==> src/rtl/alu_share_arbiter.sv <==
// Round-robin front end that time-shares one combinational ALU among NUM_REQ requesters
// and returns each result, tagged with the requester index, over a valid/ready channel.
module alu_share_arbiter #(
  parameter int NUM_REQ = 4,
  parameter int ID_W    = 2,
  parameter int DATA_W  = 32
) (
  input  logic                      clk,
  input  logic                      rst_n,
  input  logic [NUM_REQ-1:0]        req_valid,
  output logic [NUM_REQ-1:0]        req_ready,
  input  logic [NUM_REQ*4-1:0]      req_op,
  input  logic [NUM_REQ*DATA_W-1:0] req_src0,
  input  logic [NUM_REQ*DATA_W-1:0] req_src1,
  output logic [3:0]                alu_control,
  output logic [DATA_W-1:0]         alu_src0,
  output logic [DATA_W-1:0]         alu_src1,
  input  logic [DATA_W-1:0]         alu_result,
  input  logic                      alu_zero,
  output logic                      rsp_valid,
  input  logic                      rsp_ready,
  output logic [ID_W-1:0]           rsp_id,
  output logic [DATA_W-1:0]         rsp_result,
  output logic                      rsp_zero,
  output logic                      rsp_err,
  output logic                      busy
);

  localparam logic [3:0]      OP_ADD    = 4'b0010;
  localparam logic [3:0]      OP_SUB    = 4'b0110;
  localparam logic [3:0]      OP_OR     = 4'b0001;
  localparam logic [ID_W:0]   NUM_REQ_W = (ID_W+1)'(NUM_REQ);
  localparam logic [ID_W-1:0] LAST_ID   = ID_W'(NUM_REQ - 1);

  typedef enum logic [1:0] {IDLE, EXEC, RESP} state_t;

  state_t              state_q, state_d;
  logic [ID_W-1:0]     rr_ptr_q, rr_ptr_d;
  logic [ID_W-1:0]     id_q, id_d;
  logic [3:0]          op_q, op_d;
  logic [DATA_W-1:0]   src0_q, src0_d;
  logic [DATA_W-1:0]   src1_q, src1_d;
  logic [DATA_W-1:0]   rsp_result_q, rsp_result_d;
  logic                rsp_zero_q, rsp_zero_d;
  logic                rsp_err_q, rsp_err_d;

  logic [3:0]          op_arr   [NUM_REQ];
  logic [DATA_W-1:0]   src0_arr [NUM_REQ];
  logic [DATA_W-1:0]   src1_arr [NUM_REQ];

  logic                grant_found;
  logic [ID_W-1:0]     grant_id;
  logic [ID_W:0]       idx_w;
  logic                grant_legal;

  genvar gi;
  generate
    for (gi = 0; gi < NUM_REQ; gi++) begin : g_unpack
      assign op_arr[gi]   = req_op[4*gi +: 4];
      assign src0_arr[gi] = req_src0[DATA_W*gi +: DATA_W];
      assign src1_arr[gi] = req_src1[DATA_W*gi +: DATA_W];
    end
  endgenerate

  // First valid requester at or after rr_ptr, wrapping modulo NUM_REQ.
  always_comb begin
    grant_found = 1'b0;
    grant_id    = '0;
    idx_w       = '0;
    for (int k = 0; k < NUM_REQ; k++) begin
      idx_w = {1'b0, rr_ptr_q} + (ID_W+1)'(k);
      if (idx_w >= NUM_REQ_W) begin
        idx_w = idx_w - NUM_REQ_W;
      end
      if (!grant_found && req_valid[idx_w[ID_W-1:0]]) begin
        grant_found = 1'b1;
        grant_id    = idx_w[ID_W-1:0];
      end
    end
  end

  assign grant_legal = (op_arr[grant_id] == OP_ADD) ||
                       (op_arr[grant_id] == OP_SUB) ||
                       (op_arr[grant_id] == OP_OR);

  // Gated by rst_n so no requester sees an accept while reset is held.
  always_comb begin
    req_ready = '0;
    if (rst_n && state_q == IDLE && grant_found) begin
      req_ready[grant_id] = 1'b1;
    end
  end

  always_comb begin
    state_d      = state_q;
    rr_ptr_d     = rr_ptr_q;
    id_d         = id_q;
    op_d         = op_q;
    src0_d       = src0_q;
    src1_d       = src1_q;
    rsp_result_d = rsp_result_q;
    rsp_zero_d   = rsp_zero_q;
    rsp_err_d    = rsp_err_q;
    case (state_q)
      IDLE: begin
        if (grant_found) begin
          id_d = grant_id;
          // Illegal codes never reach the ALU issue registers.
          if (grant_legal) begin
            op_d    = op_arr[grant_id];
            src0_d  = src0_arr[grant_id];
            src1_d  = src1_arr[grant_id];
            state_d = EXEC;
          end else begin
            rsp_err_d    = 1'b1;
            rsp_result_d = '0;
            rsp_zero_d   = 1'b0;
            state_d      = RESP;
          end
        end
      end
      EXEC: begin
        rsp_result_d = alu_result;
        rsp_zero_d   = alu_zero;
        rsp_err_d    = 1'b0;
        state_d      = RESP;
      end
      RESP: begin
        if (rsp_ready) begin
          rr_ptr_d = (id_q == LAST_ID) ? '0 : id_q + 1'b1;
          state_d  = IDLE;
        end
      end
      default: state_d = IDLE;
    endcase
  end

  always_ff @(posedge clk or negedge rst_n) begin
    if (!rst_n) begin
      state_q      <= IDLE;
      rr_ptr_q     <= '0;
      id_q         <= '0;
      op_q         <= 4'b0000;
      src0_q       <= '0;
      src1_q       <= '0;
      rsp_result_q <= '0;
      rsp_zero_q   <= 1'b0;
      rsp_err_q    <= 1'b0;
    end else begin
      state_q      <= state_d;
      rr_ptr_q     <= rr_ptr_d;
      id_q         <= id_d;
      op_q         <= op_d;
      src0_q       <= src0_d;
      src1_q       <= src1_d;
      rsp_result_q <= rsp_result_d;
      rsp_zero_q   <= rsp_zero_d;
      rsp_err_q    <= rsp_err_d;
    end
  end

  assign alu_control = op_q;
  assign alu_src0    = src0_q;
  assign alu_src1    = src1_q;
  assign rsp_valid   = (state_q == RESP);
  assign rsp_id      = id_q;
  assign rsp_result  = rsp_result_q;
  assign rsp_zero    = rsp_zero_q;
  assign rsp_err     = rsp_err_q;
  assign busy        = (state_q != IDLE);

endmodule
==> config.mk <==
export PLATFORM = sky130hd
export DESIGN_NAME = alu_share_arbiter
export DESIGN_NICKNAME = d
export VERILOG_FILES = /design/src/rtl/alu_share_arbiter.sv
export SDC_FILE = /design/constraint.sdc
export NUM_CORES = 1
export LEC_CHECK = 0
export ABC_CLOCK_PERIOD_IN_PS = 5360
export CAP_MARGIN = 20
export CORE_AREA = 4 4 161 163
export DETAILED_ROUTE_END_ITERATION = 8
export DIE_AREA = 0 0 165 167
export PLACE_DENSITY = 0.74
export SYNTH_ARGS = -nofsm -noshare
export SYNTH_HDL_FRONTEND = slang
export SYNTH_SLANG_ARGS = --single-unit
==> constraint.sdc <==
create_clock -name clk -period 5.36 [get_ports clk]
set_input_delay 0.804 -clock clk [delete_from_list [all_inputs] [get_ports clk]]
set_output_delay 0.804 -clock clk [all_outputs]
set_load 0.01 [all_outputs]
# --- Yosys cells after proc, flatten, opt, wreduce, memory -nomap -nowiden ---
# Index checks and enable logic that the tools add are counted.
totals:
  output_inout_bits: 110
  register_bits: 108
  wordCells: 103
  inputBits: 312
op_classes:
  n_addsub: 8
  order_cmp: 11
  bitwise: 1
  reduce_logical: 19
  muxes: 46
  n_eq_ne: 9
op_table:
  columns: ["operator", "n"]
  rows:
  - ["$mux 32", 6]
  - ["$bmux 32 s2", 2]
  - ["$pmux 32 s2", 1]
  - ["$mux 2", 12]
  - ["$lt 2x3->1 const B", 5]
  - ["$mux 1", 13]
  - ["$ge 3x3->1 const B", 4]
  - ["$mux 4", 3]
  - ["$bmux 1 s2", 4]
  - ["$bmux 4 s2", 1]
  - ["$sub 2x1->2 const B", 4]
  - ["$add 2x2->3 const B", 2]
  - ["$logic_and 1x1->1", 6]
  - ["$pmux 2 s3", 1]
  - ["$reduce_and 2->1", 3]
  - ["$reduce_and 3->1", 2]
  - ["$eq 2x2->1 const B", 2]
  - ["$eq 4x1->1 const B", 1]
  - ["$eq 4x2->1 const B", 1]
  - ["$eq 4x3->1 const B", 1]
  - ["$ne 2x2->1 const B", 2]
  - ["$pmux 1 s2", 2]
  - ["$reduce_bool 2->1", 2]
  - ["$add 2x1->3 const B", 1]
  - ["10 further kinds", 13]

# --- Longest topological paths before layout ---
# Gate-level depths: netlist of run 1.
logic_depth:
  ltp_word: 24
  depth_mapped: 11
  depth_no_buf: 7

# --- Worst setup path before layout of run 1 ---
# No wires, ideal clock.
synth_path:
  kind: "input port to flip-flop"
  from: "in req_valid[3]"
  to: "reg src0_q[26], in the netlist alu_src0[26]"
  path_buffers: 3
  setup_time_ns: 0.125
  required_ns: 5.235
  slack_ns: 2.372
  t_arrival_ns: 2.862
  path_stages: 10
  cell_sequence: "buf_4 -> and3b_1 -> o21a_1 -> o21ai_0 -> and3_1 -> o211ai_2 -> a2bb2oi_2 -> buf_6 -> buf_6 -> mux2_4"
synth_via:
  elab_chain_cells: 20
  elab_cells_between_ends: 35
  classes_between: "eq/ne (3); mux (22); bitwise (1); reduce/logical (9)"
synth_rtl:
  columns: ["item", "line", "rtl"]
  rows:
  - ["start: declaration", "10", "input logic [NUM_REQ-1:0] req_valid,"]
  - ["$bmux 1 s2", "75", "if (!grant_found && req_valid[idx_w[ID_W-1:0]]) begin"]
  - ["$mux 1 (not written as such)", "75", null]
  - ["$mux 1", "75", null]
  - ["$logic_not 1->1", "75", null]
  - ["$logic_and 1x1->1", "75", null]
  - ["$mux 1", "75", null]
  - ["$logic_not 1->1", "75", null]
  - ["$logic_and 1x1->1", "75", null]
  - ["[... 3 more ...]", null, null]
  - ["$mux 2", "75", null]
  - ["$not 2->3 (not written as such)", null, null]
  - ["$bmux 4 s2", "82, 83, 84", null]
  - ["$mux 4 (not written as such) (2 in a row)", "82, 83, 84", null]
  - ["$eq 4x2->1 or $eq 4x3->1 (tied branches)", "82, 83", null]
  - ["$logic_or 1x1->1", "82", "assign grant_legal = (op_arr[grant_id] == OP_ADD) ||"]
  - ["$logic_or 1x1->1", "83", "(op_arr[grant_id] == OP_SUB) ||"]
  - ["$reduce_and 3->1 (no source line)", null, null]
  - ["end signal: assignment", "154", "src0_q <= src0_d;"]
  - ["end: declaration", "41", "logic [DATA_W-1:0] src0_q, src0_d;"]
# Parallel ways exist; a longest one is shown, timed or not. The select of a mux whose other input is x is not followed.
# A chain may end at the register's enable or synchronous reset.

# --- Worst setup path after layout of run 1 ---
layout_path:
  from: "in req_valid[3]"
  to: "reg src1_q[7], in the netlist alu_src1[7]"
layout_via:
  elab_chain_cells: 20
  elab_cells_between_ends: 35
  classes_between: "eq/ne (3); mux (22); bitwise (1); reduce/logical (9)"
layout_rtl:
  columns: ["item", "line", "rtl"]
  rows:
  - ["$bmux 1 s2", "75", null]
  - ["$mux 1 (not written as such)", "75", null]
  - ["$mux 1", "75", null]
  - ["$logic_not 1->1", "75", null]
  - ["$logic_and 1x1->1", "75", null]
  - ["$mux 1", "75", null]
  - ["$logic_not 1->1", "75", null]
  - ["$logic_and 1x1->1", "75", null]
  - ["[... 3 more ...]", null, null]
  - ["$mux 2", "75", null]
  - ["$not 2->3 (not written as such)", null, null]
  - ["$bmux 4 s2", "82, 83, 84", null]
  - ["$mux 4 (not written as such) (2 in a row)", "82, 83, 84", null]
  - ["$eq 4x2->1 or $eq 4x3->1 (tied branches)", "82, 83", null]
  - ["$logic_or 1x1->1", "82", null]
  - ["$logic_or 1x1->1", "83", null]
  - ["$reduce_and 3->1 (no source line)", null, null]
  - ["end signal: assignment", "155", "src1_q <= src1_d;"]
  - ["end: declaration", "42", "logic [DATA_W-1:0] src1_q, src1_d;"]
# Parallel ways exist; a longest one is shown, timed or not. The select of a mux whose other input is x is not followed.

==> parameters.txt, run 1 <==
Parameter                              Value

Setup path
  Critical path capture point type    register
  Crit path max fanout    39
  Category of the worst setup path launch point    input pin
  Cells on worst reg2reg path    8
  Worst endpoint required time    5.60 ns
  End of the worst register-to-register path    alu_src1[7]
  Critical path class    in -> reg
  Critical path data arrival time    4.45 ns
  Reg-to-reg critical path startpoint    rr_ptr_q[0]
  Worst-case register-to-register setup slack    1.60 ns

Floorplan
  I/O pin cnt    422
  Placeable core area    24300 um2
  Vert. Die Dim    167 um
  Die area    27600 um2
  Die W    165 um
  Core Rows    57
  Initial core utilization    0.263

Route
  TritonRoute pass-1 iters    4
  DRC marker count from the first detailed-route iteration    315
  Overall via count from detail_route    7088
  Post-detailed-route via-to-cell ratio    4.83
  Routed wirelength normalized by instance count    17.3 um
  Number of design rule violations left after detail routing    0
  Wire length reported by the detailed router    25.3 mm
  Final antenna-violating net count    0

Job
  Max capacitance violation total    0

Timing
  Final Skew    0.0103 ns
  Smallest hold slack    0.489 ns
  Post-route minimum period    4.22 ns
  Count of final setup violators    0
  Final number of max-transition violations    0
  Total Neg Setup Slack    0 ns
  Unrepaired setup endpoints after global routing    no
  Worst slew margin    0.300
  Highest Clock Rate    237 MHz
  Actual slew at the worst max-slew pin    1.05 ns
  Period utilization    0.787
  Final count of hold timing violations    0

Placement
  Number of port buffers    421
  Final weighted congestion of routability-driven global placement    0.849
  HPWL reported at the end of detailed placement    19.8 mm
  Area post-placement    10900 um2

Logic synthesis
  Net count of the mapped netlist    1066
  Area of the mapped netlist    6410 um2
  Synth cell types    48
  Synth warn    0
  Syn Area/Cell    8.51 um2
  Post-synth EDFFs    0
  Mapped Cells    753
  Number of register bits inferred by synthesis    108
  Share of synthesized flip-flops with an asynchronous set or reset    1.00
  Part of the Yosys area used for sequential elements    0.422
  Most frequently used flop master after synthesis    sky130_fd_sc_hd__dfrtp_1

Run status
  Status    completed

Finish
  Proportion of layout cells with a drive suffix above 1    0.0928
  Final design instance area without fill    11200 um2
  Sequential cell area in the final layout    2700 um2
  Antenna diode count    0
  Area Overhead vs Synth    75.2%
  Number of fill cells in the layout    2315
  Net count reported at finish    1450
  Post-Route Utilization    0.461
  Area used by multi-input combinational logic    3440 um2

GRT
  Total global-route track usage    0.173
  Number of global-route vias before repair    6937
  Total congestion overflow after global routing    0
  Antenna violations before repair    0
  Global-route wire length before repair    37.6 mm
  Pin count of the biggest net entering global routing    79

Pwr
  Total Power    5.40 mW
  Highest ir drop seen on vdd    203 uV
  Sequential share of power    0.271
  Internal power    3.31 mW
  Switching power share of the total    0.386
  Standby leakage power    4.84 nW
  Net switching power    2.09 mW
  Power density of the placed cells    481 nW/um2
  Gate power share    0.602
  Clock network fraction of design power    0.128

Clocking
  Cts-stage hold buffer count    0
  Num CTS Buffers    9
  Deepest clock path buffer count    2
  Clock tree from TritonCTS    done
  Number of cells upsized or downsized after cts    0
  Insertion delay of the later-clocked pin in the worst-skew pair    0.35 ns
  Root buffer selected by CTS    sky130_fd_sc_hd__clkbuf_16
  Worst-path clk slew    0.07 ns
  Number of H-tree levels    3
  Post-CTS setup repair buffer count    0
  Number of sinks driven by the clock tree    108

Worst hold path
  Kind of path behind the tightest hold check    in -> async
power by group through the flow:
stage	Combinational [mW]	Sequential [mW]	Clock, mW
floorplan	1.61	1.60	0
detailed placement	3.30	1.47	0
global placement	3.26	1.45	0
global route	3.54	1.51	0.750
finish	3.25	1.46	0.690
CTS	3.31	1.46	0.722
how the worst max path moves through the flow:
stage	endpoint	startpoint	slack, ns
2_1_floorplan	alu_src0[26]	req_valid[3]	2.37
3_3_place_gp	alu_src1[2]	req_valid[3]	0.72
3_5_place_dp	alu_src0[12]	req_valid[3]	0.71
4_1_cts	alu_src0[16]	req_valid[3]	1.09
5_1_grt	alu_src1[0]	req_valid[3]	0.82
6_report	alu_src1[7]	req_valid[3]	1.14
sequential cells by signal, summed over array words and instances (netlist names):
register	flops
rsp_zero	1
alu_src0	32
rsp_err	1
alu_src1	32
rsp_id	2
state_q	2
rsp_result	32
alu_control	4
rr_ptr_q	2
stage by stage:
| step | worst slack (ns) | instances |
|---|---|---|
| 2_1_floorplan | 2.37 | 753 |
| 3_3_place_gp | 0.720 | 1450 |
| 3_5_place_dp | 0.707 | 1450 |
| 4_1_cts | 1.09 | 1466 |
| 5_1_grt | 0.820 | 1466 |
| 6_report | 1.14 | 1466 |
synth_stat cells (3+ instances only):
cell	instances	area (um2)
sky130_fd_sc_hd__a21oi_1	9	45.0
sky130_fd_sc_hd__a22o_1	33	289
sky130_fd_sc_hd__a31oi_1	64	400
sky130_fd_sc_hd__and3_1	66	413
sky130_fd_sc_hd__buf_1	6	22.5
sky130_fd_sc_hd__buf_2	5	25.0
sky130_fd_sc_hd__buf_4	7	52.6
sky130_fd_sc_hd__clkbuf_1	40	150
sky130_fd_sc_hd__dfrtp_1	108	2700
sky130_fd_sc_hd__inv_1	7	26.3
sky130_fd_sc_hd__mux2_2	60	676
sky130_fd_sc_hd__mux2_4	5	75.1
sky130_fd_sc_hd__nand2_1	265	995
sky130_fd_sc_hd__nand2b_1	4	25.0
sky130_fd_sc_hd__nand3_1	11	55.1
sky130_fd_sc_hd__nor2_1	8	30.0
sky130_fd_sc_hd__nor2b_1	3	18.8
sky130_fd_sc_hd__o21ai_0	12	60.1
critical path: stages:
cell and delay (ns):
sky130_fd_sc_hd__clkdlybuf4s50_1 0.64, sky130_fd_sc_hd__mux2i_1 0.12, sky130_fd_sc_hd__a22oi_1 0.27, sky130_fd_sc_hd__nand2b_2 0.40, sky130_fd_sc_hd__and3_1 0.33, sky130_fd_sc_hd__o211ai_2 0.31
sky130_fd_sc_hd__a2bb2oi_4 0.81, sky130_fd_sc_hd__buf_12 0.33, sky130_fd_sc_hd__mux2_2 0.37
placed cells by master, fill, tap and decap left out, types with 3 or more instances in the layout:
cell type,n
sky130_fd_sc_hd__clkdlybuf4s50_1,420
sky130_fd_sc_hd__nand2_1,265
sky130_fd_sc_hd__dfrtp_1,108
sky130_fd_sc_hd__and3_1,66
sky130_fd_sc_hd__a31oi_1,64
sky130_fd_sc_hd__mux2_2,60
sky130_fd_sc_hd__a22o_1,33
sky130_fd_sc_hd__o21ai_0,12
sky130_fd_sc_hd__nand3_1,11
sky130_fd_sc_hd__buf_4,11
sky130_fd_sc_hd__a21oi_1,9
sky130_fd_sc_hd__clkbuf_16,9
sky130_fd_sc_hd__nor2_1,7
sky130_fd_sc_hd__inv_1,7
sky130_fd_sc_hd__mux2_4,5
sky130_fd_sc_hd__nand2b_1,3
sky130_fd_sc_hd__buf_12,3
per-layer routing:
metal  share of wire  GRT usage  up-vias
li1                -          -     3389
met1            0.38      0.197     3352
met2            0.50      0.306      309
met3           0.093     0.0566       38
met4           0.022     0.0514        0
met5               0          0        -
area by class of cell:
cell class | count | share of cell area
Sequential cell | 108 | 0.241
Timing Repair Buffer | 434 | 0.387
Multi-Input combinational cell | 577 | 0.306
Inverter | 7 | 0.00234
Tap cell | 324 | 0.0361
Clock inverter | 7 | 0.00713
Clock buffer | 9 | 0.0201
cell families (layout without fill, tap and decap cells):
kind of cell               count (synthesis)  after routing  share of synthesized area
AOI/OAI and AO/OA                        141            141                      0.157
adders and majority gates                  1              1                    0.00195
buffers and inverters                     68            457                     0.0474
DFF                                      108            108                      0.422
muxes                                     67             67                      0.120
and+or+nand+nor                          368            368                      0.252
Power figures use the tool's default switching activity.
==> run 2, diff against run 1 <==
ABC_CLOCK_PERIOD_IN_PS = 3800   (was 5360)
CORE_AREA = not set   (was 4 4 161 163)
CORE_ASPECT_RATIO = 0.5   (was not set)
CORE_MARGIN = 4   (was not set)
CORE_UTILIZATION = 33   (was not set)
DIE_AREA = not set   (was 0 0 165 167)
PLACE_DENSITY = 0.9   (was 0.74)
clock period = 3.8 ns   (was 5.36 ns; I/O delays follow)
==> run 2 against run 1 <==
  * Final cell count is 4.0% lower
  * Setup slack lost 0.68 ns
  * Combinational power up 46%
  * Global-route usage is 6.6 points higher
  * Non-clock buffer count grew 5
  * Critical path depth down 2
  * Critical path type is now in -> out
  * Largest power group unchanged
==> parameters.txt, run 2 (synthesis gave the netlist of run 1 again) <==
Parameter                              Value

Route
  Wire length reported by the detailed router    28.0 mm (+10%)
  DRC marker count from the first detailed-route iteration    644 (+100%)
  Routed wirelength normalized by instance count    19.9 um (+15%)
  TritonRoute pass-1 iters    5 (+1)
  Post-detailed-route via-to-cell ratio    5.26 (+8.7%)
  Overall via count from detail_route    7397 (+4.4%)
  Final antenna-violating net count    0 (unchanged)
  Number of design rule violations left after detail routing    0 (unchanged)

Setup path
  Critical path's slowest cell    sky130_fd_sc_hd__clkdlybuf4s50_1
  Reg-to-reg critical path startpoint    rr_ptr_q[0]
  Critical path data arrival time    2.77 ns (-1.68 ns)
  Slowest Stage Delay on Critical Path    0.58 ns (-0.23 ns)
  Critical path capture point type    primary output
  Buf/Inv on CP    2 (unchanged)
  Worst endpoint required time    3.23 ns (-2.37 ns)
  Crit-path most repeated cell    sky130_fd_sc_hd__clkdlybuf4s50_1
  Worst setup path start    req_valid[3]
  Critical path class    in -> out
  End of the worst register-to-register path    alu_src0[0]
  Category of the worst setup path launch point    input pin
  Number of logic stages on the critical path including buffering    7 (-2)
  Cells on worst reg2reg path    8 (unchanged)
  Worst-case register-to-register setup slack    0.90 ns (-0.70 ns)
  Critical path endpoint    req_ready[0]
  Cells traversed along the worst timing path    clkdlybuf4s50_1 -> or3_1 -> or2_2 -> and2_1 -> nand2_1 -> a21oi_1 -> clkdlybuf4s50_1
  Cell family with the largest share of critical-path delay    buffers and inverters
  Crit path max fanout    11 (-72%)

Timing
  Actual slew at the worst max-slew pin    0.816 ns (-0.230 ns)
  Post-route minimum period    3.34 ns
  Final count of hold timing violations    0 (unchanged)
  Final number of max-transition violations    0 (unchanged)
  Count of final setup violators    0 (unchanged)
  Total Neg Setup Slack    0 ns (unchanged)
  Period utilization    0.880
  Worst slew margin    0.456 (+0.156)
  Unrepaired setup endpoints after global routing    no
  Final Skew    0.0120 ns (+0.00175 ns)
  Highest Clock Rate    299 MHz

Finish
  Proportion of layout cells with a drive suffix above 1    0.0968 (+0.00395)
  Commonest non-fill, non-tap cells in the layout    420 x sky130_fd_sc_hd__clkdlybuf4s50_1, 265 x sky130_fd_sc_hd__nand2_1, 108 x sky130_fd_sc_hd__dfrtp_1
  Final design instance area without fill    11200 um2 (-0.28%)
  Area Overhead vs Synth    74.7%
  Number of fill cells in the layout    1623 (-30%)
  Net count reported at finish    1455 (+0.34%)
  Most frequent standard cell in the layout excluding fill and tap cells    sky130_fd_sc_hd__clkdlybuf4s50_1

Clocking
  Root buffer selected by CTS    sky130_fd_sc_hd__clkbuf_16
  Post-CTS setup repair buffer count    0 (unchanged)
  Worst-path clk slew    0.08 ns (about the same)
  Insertion delay of the later-clocked pin in the worst-skew pair    0.35 ns (about the same)
  Number of cells upsized or downsized after cts    0 (unchanged)
  Number of H-tree levels    3 (unchanged)
  Number of sinks driven by the clock tree    108 (unchanged)
  Cts-stage hold buffer count    0 (unchanged)
  Clock tree from TritonCTS    done
  Deepest clock path buffer count    2 (unchanged)
  Num CTS Buffers    9 (unchanged)

GRT
  Number of global-route vias before repair    7133 (+2.8%)
  Total congestion overflow after global routing    0 (unchanged)
  Pin count of the biggest net entering global routing    69 (-13%)
  Antenna violations before repair    1 (+1)
  Global-route wire length before repair    40.7 mm (+8.1%)
  Total global-route track usage    0.239 (+0.0661)

Worst hold path
  Kind of path behind the tightest hold check    in -> async

Pwr
  Highest ir drop seen on vdd    321 uV (+58%)
  Power density of the placed cells    692 nW/um2 (+44%)
  Total Power    7.75 mW (+44%)
  Standby leakage power    4.87 nW (+0.66%)

Floorplan
  Vert. Die Dim    107 um (-36%)
  Die W    205 um (+24%)
  Placeable core area    18700 um2 (-23%)
  Die area    21800 um2 (-21%)
  Initial core utilization    0.342 (+0.0784)
  Core Rows    35 (-39%)
  I/O pin cnt    422 (unchanged)

Placement
  Area post-placement    10900 um2 (-0.17%)
  Number of port buffers    421 (unchanged)
  HPWL reported at the end of detailed placement    22.3 mm (+13%)
  Final weighted congestion of routability-driven global placement    1.02 (+20%)

Job
  Max capacitance violation total    0 (unchanged)

Run status
  Status    completed
==> run 2: changes by cell type in the layout (fill, tap and decap cells not counted), sizes merged <==
cell      delta
buf          +5
bufinv       -1
clkinvlp     -1
diode        +1
inv          +2
==> run 2: worst reg2reg max path: stages, from the launching register on <==
cell,delay [ns]
sky130_fd_sc_hd__dfrtp_1,0.59
sky130_fd_sc_hd__and3b_1,0.31
sky130_fd_sc_hd__o21a_1,0.32
sky130_fd_sc_hd__o21ai_0,0.13
sky130_fd_sc_hd__and3_1,0.25
sky130_fd_sc_hd__o211ai_2,0.30
sky130_fd_sc_hd__a2bb2oi_4,0.25
sky130_fd_sc_hd__buf_12,0.24
sky130_fd_sc_hd__mux2_2,0.40
==> run 2: stage by stage <==
| step | cells | setup slack, ns | utilization | hold slack (ns) |
|---|---|---|---|---|
| finish | 1407 | 0.458 | 0.597 | 0.358 |
| global route | 1407 | 0.405 | 0.597 | 0.410 |
| CTS | 1406 | 0.471 | 0.597 | 0.372 |
| detailed placement | 1390 | 0.272 | 0.582 | 0.478 |
| global placement | 1390 | 0.390 | 0.582 | 0.469 |
| floorplan | 753 | 1.05 | - | 0.274 |
==> run 2: how the worst min path moves through the flow <==
| stage | startpoint | endpoint | cells after the start |
|---|---|---|---|
| final | rst_n | alu_src0[26] | 2 |
| after global routing | rst_n | alu_src0[26] | 2 |
| after CTS | rst_n | alu_src0[26] | 2 |
| after detailed placement | alu_control[3] | alu_control[3] | 1 |
| after global placement | alu_control[3] | alu_control[3] | 1 |
| after floorplan | rst_n | alu_control[0] | 0 |
==> run 2: layout make-up <==
cell class,count,area [um2],share of cell area
Clock inverter,7,65.1,0.00581
Timing Repair Buffer,439,4410,0.394
Inverter,7,26.3,0.00235
Tap cell,259,324,0.0290
Sequential cell,108,2700,0.241
Antenna cell,1,2.50,0.000224
Clock buffer,9,225,0.0201
Multi-Input combinational cell,577,3440,0.307
==> run 2: per-layer routing <==
metal	global-route usage	up-vias	share of wire
met4	0.0664	0	0.028
met2	0.407	321	0.50
met3	0.0561	60	0.066
met1	0.306	3609	0.41
met5	0	-	0
li1	-	3407	-
==> run 2: where the power goes <==
part / internal [mW] / switching [mW]
combinational: 2.48 / 2.25
sequential: 1.71 / 0.384
clock: 0.464 / 0.456
total: 4.66 / 3.09
==> run 3, diff against run 2 <==
SETUP_SLACK_MARGIN = 0.02   (was not set)
==> results of run 3 <==
Final layout, timing and power as in run 2 (identical DEF).
